**config.mk**
```make
export PLATFORM = sky130hd
export DESIGN_NAME = vco_mmd_counter
export DESIGN_NICKNAME = d
export VERILOG_FILES = /design/src/rtl/vco_mmd_counter.sv
export SDC_FILE = /design/constraint.sdc
export NUM_CORES = 1
export LEC_CHECK = 0
export CAP_MARGIN = 0
export CORE_MARGIN = 2
export CORE_UTILIZATION = 53
export CTS_BUF_LIST = sky130_fd_sc_hd__clkbuf_16
export CTS_CLUSTER_DIAMETER = 50
export DETAILED_ROUTE_END_ITERATION = 16
export GPL_TIMING_DRIVEN = 0
export PLACE_DENSITY = 0.8
export SYNTH_ARGS = -nofsm -noshare
export SYNTH_HDL_FRONTEND = slang
export SYNTH_SLANG_ARGS = --single-unit
export TNS_END_PERCENT = 30
```
**constraint.sdc**
```tcl
create_clock -name CKVCNT -period 5.55 [get_ports CKVCNT]
set_input_delay 1.11 -clock CKVCNT [delete_from_list [all_inputs] [get_ports CKVCNT]]
set_output_delay 1.11 -clock CKVCNT [all_outputs]
set_load 0.02 [all_outputs]
```
**src/rtl/vco_mmd_counter.sv**
```systemverilog
// Fractional-N multi-modulus divider counter.
// Divides CKVCNT by DIVN (clamped to MIN_DIV) plus a first-order sigma-delta
// carry from a FRAC_W-bit phase accumulator. The ratio is latched only at
// period load, so CKOUT periods are always complete and glitch-free.
module vco_mmd_counter #(
  parameter int WIDTH   = 8,
  parameter int FRAC_W  = 8,
  parameter int MIN_DIV = 4
) (
  input  logic              CKVCNT,
  input  logic              NRST,
  input  logic              EN,
  input  logic [WIDTH-1:0]  DIVN,
  input  logic [FRAC_W-1:0] FRAC,
  output logic              CKOUT,
  output logic              TC,
  output logic [WIDTH:0]    CNT,
  output logic [WIDTH:0]    PER
);

  typedef enum logic {IDLE, RUN} state_t;

  localparam logic [WIDTH:0] MIN_DIV_W = (WIDTH+1)'(MIN_DIV);
  localparam logic [WIDTH:0] ONE_W     = (WIDTH+1)'(1);

  state_t              state_q, state_d;
  logic [WIDTH:0]      cnt_q, cnt_d;
  logic [WIDTH:0]      per_q, per_d;
  logic                ckout_q, ckout_d;
  logic                tc_q, tc_d;
  logic [FRAC_W-1:0]   acc_q, acc_d;

  logic                load;
  logic [WIDTH:0]      nc;
  logic [FRAC_W:0]     acc_sum;
  logic [WIDTH:0]      p_len;
  logic [WIDTH:0]      p_m1;
  logic [WIDTH:0]      cnt_m1;

  // State register and datapath flops; reset clears everything including ACC.
  always_ff @(posedge CKVCNT or negedge NRST) begin
    if (!NRST) begin
      state_q <= IDLE;
      cnt_q   <= '0;
      per_q   <= '0;
      ckout_q <= 1'b0;
      tc_q    <= 1'b0;
      acc_q   <= '0;
    end else begin
      state_q <= state_d;
      cnt_q   <= cnt_d;
      per_q   <= per_d;
      ckout_q <= ckout_d;
      tc_q    <= tc_d;
      acc_q   <= acc_d;
    end
  end

  // Next state: a load happens on leaving IDLE or at the end of a period
  // while enabled; dropping EN only takes effect at the period end.
  always_comb begin
    state_d = state_q;
    load    = 1'b0;
    case (state_q)
      IDLE: begin
        if (EN) begin
          load    = 1'b1;
          state_d = RUN;
        end
      end
      RUN: begin
        if (cnt_q == '0) begin
          if (EN) load = 1'b1;
          else    state_d = IDLE;
        end
      end
      default: state_d = IDLE;
    endcase
  end

  // Period arithmetic: clamped ratio plus accumulator carry, kept one bit
  // wider than DIVN so 2^WIDTH-1 plus a carry still fits.
  always_comb begin
    nc      = ({1'b0, DIVN} < MIN_DIV_W) ? MIN_DIV_W : {1'b0, DIVN};
    acc_sum = {1'b0, acc_q} + {1'b0, FRAC};
    p_len   = nc + {{WIDTH{1'b0}}, acc_sum[FRAC_W]};
    p_m1    = p_len - ONE_W;
    cnt_m1  = cnt_q - ONE_W;
  end

  // Output/datapath next values: load, count down, or fall back to idle zeros.
  always_comb begin
    cnt_d   = cnt_q;
    per_d   = per_q;
    ckout_d = ckout_q;
    tc_d    = tc_q;
    acc_d   = acc_q;
    if (load) begin
      acc_d   = acc_sum[FRAC_W-1:0];
      per_d   = p_len;
      cnt_d   = p_m1;
      ckout_d = 1'b1;
      tc_d    = (p_m1 == '0);
    end else if (state_q == RUN) begin
      if (cnt_q != '0) begin
        cnt_d   = cnt_m1;
        // High for the first ceil(P/2) cycles, low for the remaining floor(P/2).
        ckout_d = (cnt_m1 >= (per_q >> 1));
        tc_d    = (cnt_m1 == '0);
      end else begin
        cnt_d   = '0;
        per_d   = '0;
        ckout_d = 1'b0;
        tc_d    = 1'b0;
      end
    end
  end

  assign CKOUT = ckout_q;
  assign TC    = tc_q;
  assign CNT   = cnt_q;
  assign PER   = per_q;

endmodule

```
Word-level counts from Yosys, hierarchy flattened
Index checks and enable logic that the tools add are counted.
{"block": "word_totals", "ff_bits": 29, "inputBits": 19}
{"block": "op_classes", "add_sub_neg": 4, "order_cmp": 2, "eq_ne": 1, "n_mux": 18, "n_bitwise": 1, "reduce_logical": 6}
{"operator": "9-bit 2-to-1 mux", "count": 6}
{"operator": "9-bit zero test", "count": 3}
{"operator": "9-bit by 1-bit subtractor with 9-bit output (second input constant)", "count": 2}
{"operator": "8-bit by 1-bit adder with 9-bit output", "count": 1}
{"operator": "8-bit by 8-bit adder with 9-bit output", "count": 1}
{"operator": "9-bit by 8-bit >= comparator with 1-bit output", "count": 1}
{"operator": "1-bit 2-to-1 mux", "count": 9}
{"operator": "9-bit nonzero test", "count": 1}
{"operator": "8-bit by 3-bit less-than comparator with 1-bit output (second input constant)", "count": 1}
{"operator": "8-bit 2-to-1 mux", "count": 1}
{"operator": "1-bit case mux with 2 select lines", "count": 2}
{"operator": "2-bit inequality test (second input constant)", "count": 1}
{"operator": "2-bit AND reduction", "count": 1}
{"operator": "2-bit nonzero test", "count": 1}
{"operator": "1-bit inverter", "count": 1}

Longest topological paths before layout
Gate-level depths: netlist of the first run.
{"block": "depth", "ltp_word": 6, "mapped_depth": 17, "ltp_nobuf": 16}

Worst setup path after synthesis of the first run
No wires, ideal clock.
{"block": "synth_path", "kind": "input to register", "from": "in FRAC[0]", "to": "reg cnt_q[6] (netlist: CNT[6])", "setup_time_ns": 0.126, "arrival_ns": 4.765, "required_ns": 5.424, "setup_slack_ns": 0.659, "cell_stages": 16, "n_path_buf": 1, "path_cell_list": "ha_1 -> fa_1 -> a21o_1 -> a21oi_1 -> o21bai_1 -> a21o_1 -> a21o_1 -> a21o_1 -> ha_1 -> ha_1 -> buf_2 -> a211o_1 -> a2111oi_0 -> nand2_1 -> xor2_1 -> a221o_1"}
{"block": "synth_between", "elab_chain_len": 4}
{"element": "start, declared", "line_no": "14", "text": "input logic [FRAC_W-1:0] FRAC,"}
{"element": "8-bit by 8-bit adder with 9-bit output", "line_no": "85", "text": "acc_sum = {1'b0, acc_q} + {1'b0, FRAC};"}
{"element": "8-bit by 1-bit adder with 9-bit output", "line_no": "86", "text": "p_len = nc + {{WIDTH{1'b0}}, acc_sum[FRAC_W]};"}
{"element": "9-bit by 1-bit subtractor with 9-bit output", "line_no": "87", "text": "p_m1 = p_len - ONE_W;"}
{"element": "9-bit 2-to-1 mux", "line_no": "98", "text": "if (load) begin"}
{"element": "end signal, assigned", "line_no": "51", "text": "cnt_q <= cnt_d;"}
{"element": "end, declared", "line_no": "27", "text": "logic [WIDTH:0] cnt_q, cnt_d;"}
No other way between the ends.
A chain may end at the register's enable or synchronous reset.

Worst setup path after layout of the first run
Same ends and word-level chain as after synthesis.

==> impl_metrics.json, run 1 <==
{
  "die_h_microns": 69.5,
  "cts.reportedPaths.clkPinSlew_ns": 0.05,
  "grt_max_degree": 30,
  "yosysWarnings": 0,
  "cp_data_arrival_time_ns": 5.39,
  "endpoint_kind": "flip-flop",
  "mappedNetlistArea_sq_um": 2270,
  "hp-class": "flip-flop to flip-flop",
  "drive_above_1_share_pct": 7.21,
  "clock_latency_ns": 0.28,
  "ys_types": 47,
  "die_x_microns": 69.5,
  "antenna_found_initial": 0,
  "drt_drc_violations_left": 0,
  "diodes": 0,
  "finalSetupViolations": 0,
  "grt_usage_pct": 24.1,
  "r2r_setup_slack_ns": 1.18,
  "dieArea_sq_um": 4830,
  "avgSynthCellArea_sq_um": 8.68,
  "fin_util_pct": 69.9,
  "cts_buffers": 5,
  "cp.required_ns": 5.70,
  "grt_overflow_total": 0,
  "core-area_sq_um": 4060,
  "place_congestion": 0.893,
  "status": "complete, no violations",
  "max_cap_violations": 0,
  "ys_seq_area_share_pct": 31.9,
  "first_global_vias": 1964,
  "clock_sinks": 29,
  "routed_wirelength_microns": 5450,
  "ys_ff_latch": 29,
  "viasPerCell": 5.80,
  "dp_hpwl_microns": 4110,
  "num_rows": 23,
  "routedWlPerCell_microns": 15.3,
  "fin_crit_ns": 5.23,
  "slew_headroom_pct": 55.8,
  "start_util_pct": 56.0,
  "max_clock_freq_mhz": 191,
  "synth_top_area_share_pct": 31.9,
  "ant_nets": 0,
  "finalWorstSetupSlack_ns": 0.316,
  "cts_tree": "done",
  "finalHoldViolCount": 0,
  "dpl_worst_slack_ns": -0.180,
  "firstDrtPassIters": 4,
  "ios": 39,
  "p_leak_uw": 0.00124,
  "worst_slew_pin_slew_ns": 0.658,
  "holdPathStages": 2,
  "nFillCells": 352,
  "fin_crit_sh_pct": 94.3,
  "crit_fanout": 10,
  "synth_area_leader_cell": "dfrtp_1",
  "synth_ff_type": "dfrtp_1",
  "grt_setup_unrepaired": "false",
  "num_vias": 2059,
  "worstSetupPathType": "input pin to flip-flop",
  "drt-initial-drc-count": 203,
  "async_flop_share_pct": 100,
  "htree_levels": 2,
  "synth_cells": 262,
  "synth_fp_nets": 304,
  "reg2reg_depth": 17,
  "final_nets": 348,
  "clockBufferDepth": 2,
  "whs_ns": 0.486,
  "port_buffers": 37,
  "area_growth_pct": 24.8,
  "synth_edf_count": 0,
  "powerDensity_nw_per_um2": 179,
  "grt_pass1_wl_microns": 9340,
  "vdd_drop_max_mv": 0.114,
  "hold_buffers": 0,
  "slew_viol_final": 0,
  "yosys-top-cells-area": "dfrtp_1 (32%), ha_1 (12%), nand2_1 (6.6%)",
  "fin_skew_ns": 0.00453,
  "clock-root-buffer": "clkbuf_16",
  "critPathLaunchType": "input pin"
}
==> flip-flops by register name, indices dropped and copies added, names as in the netlist <==
name and count:
PER 9, acc_q 8, state_q 1, CKOUT 1
CNT 9, TC 1
==> what timing repair did <==
action,in CTS,in global routing
hold endpoints to repair,0,0
buffers inserted,0,0
resized for setup,0,2
endpoints found under the setup margin,0,4
==> stage by stage <==
stage | area [sq um] | total power [uW] | TNS [ns] | cells
after floorplan | 2270 | 239 | 0 | 262
after global placement | 2710 | 263 | -0.0994 | 349
after detailed placement | 2710 | 264 | -0.341 | 349
after CTS | 2840 | 508 | 0 | 355
after global routing | 2840 | 524 | 0 | 355
final | 2840 | 509 | 0 | 355
==> synth_stat cells, drive strengths merged, types with 2 or more instances <==
cell type	n
o21ai	20
nand2	40
o21bai	2
or4b	2
inv	16
nor2b	3
or2	3
a21o	10
nor4	2
a2111oi	3
o211ai	2
xnor2	14
a21oi	7
nand3	9
xor2	9
o41ai	2
a22oi	2
nor2	8
a221o	2
nand4	2
dfrtp	29
o221ai	5
buf	8
o21a	3
nor3	9
nand2b	6
and2	3
clkbuf	4
ha	22
a31oi	2
==> area by class of cell <==
class,instances,area (sq um),area share (%)
Multi-Input combinational cell,205,1440,50.7
Sequential cell,29,726,25.6
Timing Repair Buffer,37,365,12.9
Clock buffer,5,125,4.41
Tap cell,50,62.6,2.20
Inverter,16,60.1,2.12
Buffer,12,55.1,1.94
Clock inverter,1,5.00,0.176
==> power breakdown <==
group	internal, uW	switching, uW
Sequential	212	0
Clock	159	89.4
Combinational	22.0	26.6
==> worst max-delay path, stage by stage <==
cell	delay, ns
clkdlybuf4s50_1	0.40
ha_1	0.23
fa_1	0.40
a21o_1	0.20
a21oi_1	0.23
o21bai_1	0.10
a21o_1	0.21
a21o_1	0.19
a21o_1	0.17
ha_1	0.23
ha_1	0.19
buf_2	0.17
xnor2_1	0.19
a32oi_1	0.21
a2111oi_2	0.49
nand2_1	0.12
xor2_1	0.18
a221o_1	0.37
==> cell usage in the layout (no fill, tap or decap), types with 10 or more instances in the layout <==
| cell type | synthesis | final |
|---|---|---|
| xnor2_1 | 14 | 14 |
| clkdlybuf4s50_1 | 0 | 36 |
| a21o_1 | 10 | 10 |
| o21ai_0 | 19 | 19 |
| dfrtp_1 | 29 | 29 |
| inv_1 | 16 | 16 |
| nand2_1 | 40 | 40 |
| ha_1 | 22 | 22 |
==> worst paths after layout <==
path	startpoint	to
hold reg to reg	PER[0]	PER[0]
setup reg to reg	acc_q[0]	CNT[6]
setup / recovery	FRAC[0]	CNT[6]
max in group asynchronous	NRST	PER[7]
hold / removal	PER[0]	PER[0]
min in group asynchronous	NRST	acc_q[3]
==> layer usage <==
layer	vias to the layer above	global-route usage, %	wire length, microns
li1	1026	-	-
met1	962	32.5	2410
met2	62	39.4	2650
met3	9	4.51	300
met4	0	6.75	91
met5	-	0	0
==> logic make-up after synthesis <==
group | synth area share [%]
multiplexers | 0.440
buffers and inverters | 5.06
AO/OA/AOI/OAI | 21.2
adder cells (fa/ha/maj) | 13.0
XOR/XNOR | 8.86
AND/OR/NAND/NOR | 19.5
flip-flops | 31.9
No activity file was read; power rests on OpenSTA's default activity.
==> inputs of run 2 (changes only) <==
--- a/config.mk
+++ b/config.mk
@@ -11,9 +11,9 @@
 export CTS_BUF_LIST = sky130_fd_sc_hd__clkbuf_16
 export CTS_CLUSTER_DIAMETER = 50
 export DETAILED_ROUTE_END_ITERATION = 16
-export GPL_TIMING_DRIVEN = 0
 export PLACE_DENSITY = 0.8
+export REMOVE_ABC_BUFFERS = 1
 export SYNTH_ARGS = -nofsm -noshare
 export SYNTH_HDL_FRONTEND = slang
 export SYNTH_SLANG_ARGS = --single-unit
-export TNS_END_PERCENT = 30
+export TNS_END_PERCENT = 5
==> run 2 against run 1 <==
Compared with the run above:
- sequential power hardly changed
- cell area rose by 0.44%
- worst hold slack got worse by 0.00078 ns
- setup slack improved by 0.047 ns
- clock power rose by 23%
- register-to-register slack improved by 0.05 ns
- critical endpoint unchanged
- core utilization rose by 0.31 points
- first-iteration DRC count down 29%
- highest routed layer unchanged
- critical path depth unchanged
- via count fell by 1.1%
==> impl_metrics.json, run 2 (synthesized netlist as in run 1, its figures left out) <==
{
  "area_growth_pct": 25.4,
  "finalWorstSetupSlack_ns": 0.363,
  "critPathLaunchType": "input pin",
  "reg2reg_depth": 17,
  "slew_headroom_pct": 47.4,
  "status": "complete, no violations",
  "hold_start": "acc_q[0]",
  "num_vias": 2037,
  "finalHoldViolCount": 0,
  "clock-root-buffer": "clkbuf_16",
  "fin_crit_sh_pct": 93.5,
  "max_stage_delay_ns": 0.43,
  "worstSetupPathType": "input pin to flip-flop",
  "holdPathStages": 2,
  "num_rows": 23,
  "cts_buffers": 5,
  "die_h_microns": 69.5,
  "grt_overflow_total": 0,
  "holdPathEnd": "acc_q[0]",
  "whs_ns": 0.485,
  "final_common_cell": "nand2_1",
  "layout_common_cells": "nand2_1 (40), clkdlybuf4s50_1 (38), dfrtp_1 (29)",
  "ios": 39,
  "wl_met3_microns": 245,
  "clockBufferDepth": 2,
  "top_layer": "met4",
  "routedWlPerCell_microns": 15.6,
  "endpoint_kind": "flip-flop",
  "grt_usage_pct": 23.2,
  "wl_met2_microns": 2640,
  "antenna_found_initial": 0,
  "wl_met1_microns": 2470,
  "port_buffers": 38,
  "grt_setup_unrepaired": "false",
  "cp_data_arrival_time_ns": 5.35,
  "critPathMostFrequentCell": "a21o_1",
  "diodes": 0,
  "htree_levels": 2,
  "cts_tree": "done",
  "crit_fanout": 10,
  "reg2reg_to": "CNT[6]",
  "ant_nets": 0,
  "die_x_microns": 69.5,
  "cp.required_ns": 5.72,
  "hp-class": "flip-flop to flip-flop",
  "dpl_worst_slack_ns": 0.137,
  "first_global_vias": 1948,
  "clock_latency_ns": 0.28,
  "finalSetupViolations": 0,
  "fin_crit_ns": 5.19,
  "final_nets": 340,
  "clock_sinks": 29,
  "firstDrtPassIters": 4,
  "worst_slew_pin_slew_ns": 0.769,
  "drt-initial-drc-count": 145,
  "max_clock_freq_mhz": 193,
  "powerDensity_nw_per_um2": 199,
  "p_leak_uw": 0.00124,
  "post_cts_resized": 0,
  "start_util_pct": 56.0,
  "dp_hpwl_microns": 3870,
  "core-area_sq_um": 4060,
  "hold_buffers": 0,
  "slew_viol_final": 0,
  "grt_max_degree": 31,
  "dieArea_sq_um": 4830,
  "final.setup.tns_ns": 0,
  "fin_skew_ns": 0.00640,
  "vdd_drop_max_mv": 0.131,
  "reg2reg_from": "acc_q[0]",
  "drive_above_1_share_pct": 5.35,
  "crit_slowest_cell": "a2111oi_0",
  "viasPerCell": 5.84,
  "grt_pass1_wl_microns": 9080,
  "r2r_setup_slack_ns": 1.23,
  "place_congestion": 0.899,
  "post_cts.repair.setup_buffers": 0,
  "max_cap_violations": 0,
  "crit_chain": "clkdlybuf4s50_1, ha_1, fa_1, a21o_1, a21oi_1, o21bai_1, a21o_1, a21o_1, a21o_1, ha_1, ha_1, xnor2_1, a32oi_1, a2111oi_0, buf_4, nand2_1, xor2_1, a221o_1",
  "drt_drc_violations_left": 0,
  "routed_wirelength_microns": 5440,
  "nFillCells": 309,
  "cts.reportedPaths.clkPinSlew_ns": 0.05
}
==> run 2: changes by cell type in the layout (fill, tap and decap cells not counted) <==
cell and change:
clkbuf_1 -4, buf_2 -9, clkinvlp_4 +1, clkdlybuf4s50_1 +2, a2111oi_0 +1, buf_4 +3
clkinv_1 +1, bufinv_16 +1, clkinv_2 -1, a2111oi_2 -1
==> run 2: worst max-delay path, delay by kind of cell <==
| family | cells | cell delay [ns] |
|---|---|---|
| and+or+nand+nor | 1 | 0.06 |
| AOI/OAI and AO/OA | 9 | 2.03 |
| xor gates and xnor gates | 2 | 0.37 |
| adders and majority gates | 4 | 1.17 |
| buffers and inverters | 2 | 0.59 |
==> run 2: per-layer routing <==
metal  vias to the layer above  GRT usage [%]
met3                         9           4.51
met5                         -              0
met4                         0           7.41
met1                       971           29.8
met2                        54           39.2
li1                       1003              -
==> run 2: report_power, final <==
part           internal (uW)  total (uW)  switching, uW
sequential               212         212              0
clock                    210         307           97.3
combinational           22.9        49.8           26.9
total                    444         568            124
==> run 2: area by class of cell <==
cell class | instances | area, sq um | area share (%)
multi-input combinational | 205 | 1430 | 50.3
sequential | 29 | 726 | 25.5
timing repair buffer | 41 | 403 | 14.1
clock buffer | 5 | 125 | 4.39
tap | 50 | 62.6 | 2.19
inverter | 16 | 60.1 | 2.11
clock inverter | 3 | 41.3 | 1.45
==> run 2: worst max-delay path by stage <==
stage / startpoint / cells past startpoint / to
6_report: FRAC[0] / 18 / CNT[6]
5_1_grt: FRAC[0] / 18 / TC
2_1_floorplan: FRAC[0] / 15 / CNT[6]
3_3_place_gp: FRAC[0] / 18 / CNT[6]
4_1_cts: FRAC[0] / 18 / CNT[6]
3_5_place_dp: FRAC[0] / 18 / CNT[6]
==> run 2: through the flow <==
| stage | util [%] | power, uW | instances | instance area [sq um] |
|---|---|---|---|---|
| 2_1_floorplan | - | 237 | 250 | 2220 |
| 3_3_place_gp | 66.1 | 264 | 341 | 2680 |
| 3_5_place_dp | 66.1 | 264 | 341 | 2680 |
| 4_1_cts | 70.2 | 567 | 349 | 2850 |
| 5_1_grt | 70.2 | 581 | 349 | 2850 |
| 6_report | 70.2 | 568 | 349 | 2850 |
==> inputs of run 3 (changes only) <==
--- a/config.mk
+++ b/config.mk
@@ -7,12 +7,12 @@
 export LEC_CHECK = 0
 export CAP_MARGIN = 0
 export CORE_MARGIN = 2
-export CORE_UTILIZATION = 53
+export CORE_UTILIZATION = 29
 export CTS_BUF_LIST = sky130_fd_sc_hd__clkbuf_16
 export CTS_CLUSTER_DIAMETER = 50
 export DETAILED_ROUTE_END_ITERATION = 16
-export PLACE_DENSITY = 0.8
 export REMOVE_ABC_BUFFERS = 1
+export SKIP_CTS_REPAIR_TIMING = 1
 export SYNTH_ARGS = -nofsm -noshare
 export SYNTH_HDL_FRONTEND = slang
 export SYNTH_SLANG_ARGS = --single-unit
==> run 3 against run 2 <==
Compared with the run above:
- critical path depth unchanged
- clock skew is 0.00096 ns lower
- wire length grew 0.90%
- combinational power about the same
- via count decreased by 3.7%
- maximum frequency grew 0.90%
- cell area rose by 2.2%
- total power down 0.69%
- sequential power hardly changed
- final cell count up 15%
- critical endpoint unchanged
- largest cell class unchanged
==> impl_metrics.json, run 3 (synthesized netlist as in run 1, its figures left out) <==
{
  "r2r_setup_slack_ns": 1.30,
  "fin_skew_ns": 0.00544,
  "grt_setup_unrepaired": "false",
  "routedWlPerCell_microns": 13.7,
  "holdPathStages": 2,
  "firstDrtPassIters": 4,
  "nFillCells": 767,
  "crit_fanout": 10,
  "wl_met3_microns": 243,
  "critPathLaunchType": "input pin",
  "die_h_microns": 92.5,
  "status": "complete, no violations",
  "start_util_pct": 29.7,
  "final.setup.tns_ns": 0,
  "area_growth_pct": 28.1,
  "finalSetupViolations": 0,
  "slew_viol_final": 0,
  "dp_hpwl_microns": 4200,
  "power_uw": 564,
  "grt_pass1_wl_microns": 9450,
  "final_nets": 340,
  "viasPerCell": 4.89,
  "drt-initial-drc-count": 53,
  "final_common_cell": "nand2_1",
  "dieArea_sq_um": 8560,
  "num_vias": 1962,
  "drive_above_1_share_pct": 5.02,
  "worst_slew_pin_slew_ns": 0.769,
  "hp-class": "flip-flop to flip-flop",
  "powerDensity_nw_per_um2": 194,
  "wl_met2_microns": 2560,
  "drt_drc_violations_left": 0,
  "cp.required_ns": 5.71,
  "final_cells": 401,
  "antenna_found_initial": 0,
  "whs_ns": 0.481,
  "place_congestion": 0.814,
  "endpoint_kind": "flip-flop",
  "port_buffers": 38,
  "num_rows": 32,
  "fin_crit_sh_pct": 92.6,
  "clock-root-buffer": "clkbuf_16",
  "cts_buffers": 5,
  "reg2reg_from": "acc_q[0]",
  "clock_latency_ns": 0.28,
  "ant_nets": 0,
  "clock_sinks": 29,
  "slew_headroom_pct": 48.6,
  "finalHoldViolCount": 0,
  "vdd_drop_max_mv": 0.136,
  "ios": 39,
  "reg2reg_to": "CNT[6]",
  "wl_met1_microns": 2600,
  "htree_levels": 2,
  "routed_wirelength_microns": 5490,
  "max_cap_violations": 0,
  "diodes": 0,
  "worstSetupPathType": "input pin to flip-flop",
  "die_x_microns": 92.5,
  "cp_data_arrival_time_ns": 5.30,
  "grt_max_degree": 31,
  "fin_util_pct": 38.1,
  "max_clock_freq_mhz": 195,
  "core-area_sq_um": 7650,
  "reg2reg_depth": 17,
  "hold_start": "acc_q[0]",
  "layout_common_cells": "nand2_1 (40), clkdlybuf4s50_1 (38), dfrtp_1 (29)",
  "grt_usage_pct": 13.9,
  "cts_tree": "done",
  "clockBufferDepth": 2,
  "top_layer": "met4",
  "fin_crit_ns": 5.14,
  "p_leak_uw": 0.00124,
  "cts.reportedPaths.clkPinSlew_ns": 0.05,
  "grt_overflow_total": 0,
  "holdPathEnd": "acc_q[0]",
  "first_global_vias": 1930,
  "placed_cells_incl_taps": 393
}
[run 3: cell count changes in the layout (fill, tap and decap cells not counted), sizes merged]
cell	delta
clkinvlp	-1
inv	+1
[run 3: metal layers]
metal,vias up,GRT usage [%]
li1,1005,-
met1,910,18.5
met2,42,22.7
met3,5,2.36
met4,0,4.85
met5,-,0
[run 3: worst max-delay path: stages]
cell	delay, ns
clkdlybuf4s50_1	0.41
ha_1	0.23
fa_1	0.41
a21o_1	0.20
a21oi_1	0.21
o21bai_1	0.09
a21o_1	0.20
a21o_1	0.17
a21o_1	0.17
ha_1	0.23
ha_1	0.30
xnor2_1	0.19
a32oi_1	0.17
a2111oi_1	0.42
buf_4	0.19
nand2_1	0.06
xor2_1	0.17
a221o_1	0.36
[run 3: layout make-up]
type | count | area [sq um] | area share, %
Multi-Input combinational cell | 205 | 1430 | 49.2
Sequential cell | 29 | 726 | 24.9
Timing Repair Buffer | 41 | 403 | 13.8
Tap cell | 102 | 128 | 4.38
Clock buffer | 5 | 125 | 4.30
Inverter | 16 | 60.1 | 2.06
Clock inverter | 3 | 37.5 | 1.29
[run 3: worst max-delay path by stage]
stage,start,to,slack (ns),cells after the start
after CTS,FRAC[0],CNT[6],0.38,18
after floorplan,FRAC[0],CNT[6],0.69,15
after global routing,FRAC[0],CNT[6],0.05,18
after global placement,FRAC[0],CNT[6],0.18,18
final,FRAC[0],CNT[6],0.41,18
after detailed placement,FRAC[0],CNT[6],0.08,18
[run 3: where the power goes]
group | total, uW | internal, uW | leakage, uW | switching (uW)
clock | 303 | 208 | 0.0000826 | 94.6
sequential | 212 | 212 | 0.000375 | 0
combinational | 50.1 | 23.0 | 0.000785 | 27.1
[run 3: metrics by stage]
step,setup WS [ns],area [sq um]
6_report,0.410,2910
5_1_grt,0.0460,2910
3_5_place_dp,0.0810,2750
4_1_cts,0.377,2910
2_1_floorplan,0.693,2220
3_3_place_gp,0.178,2750
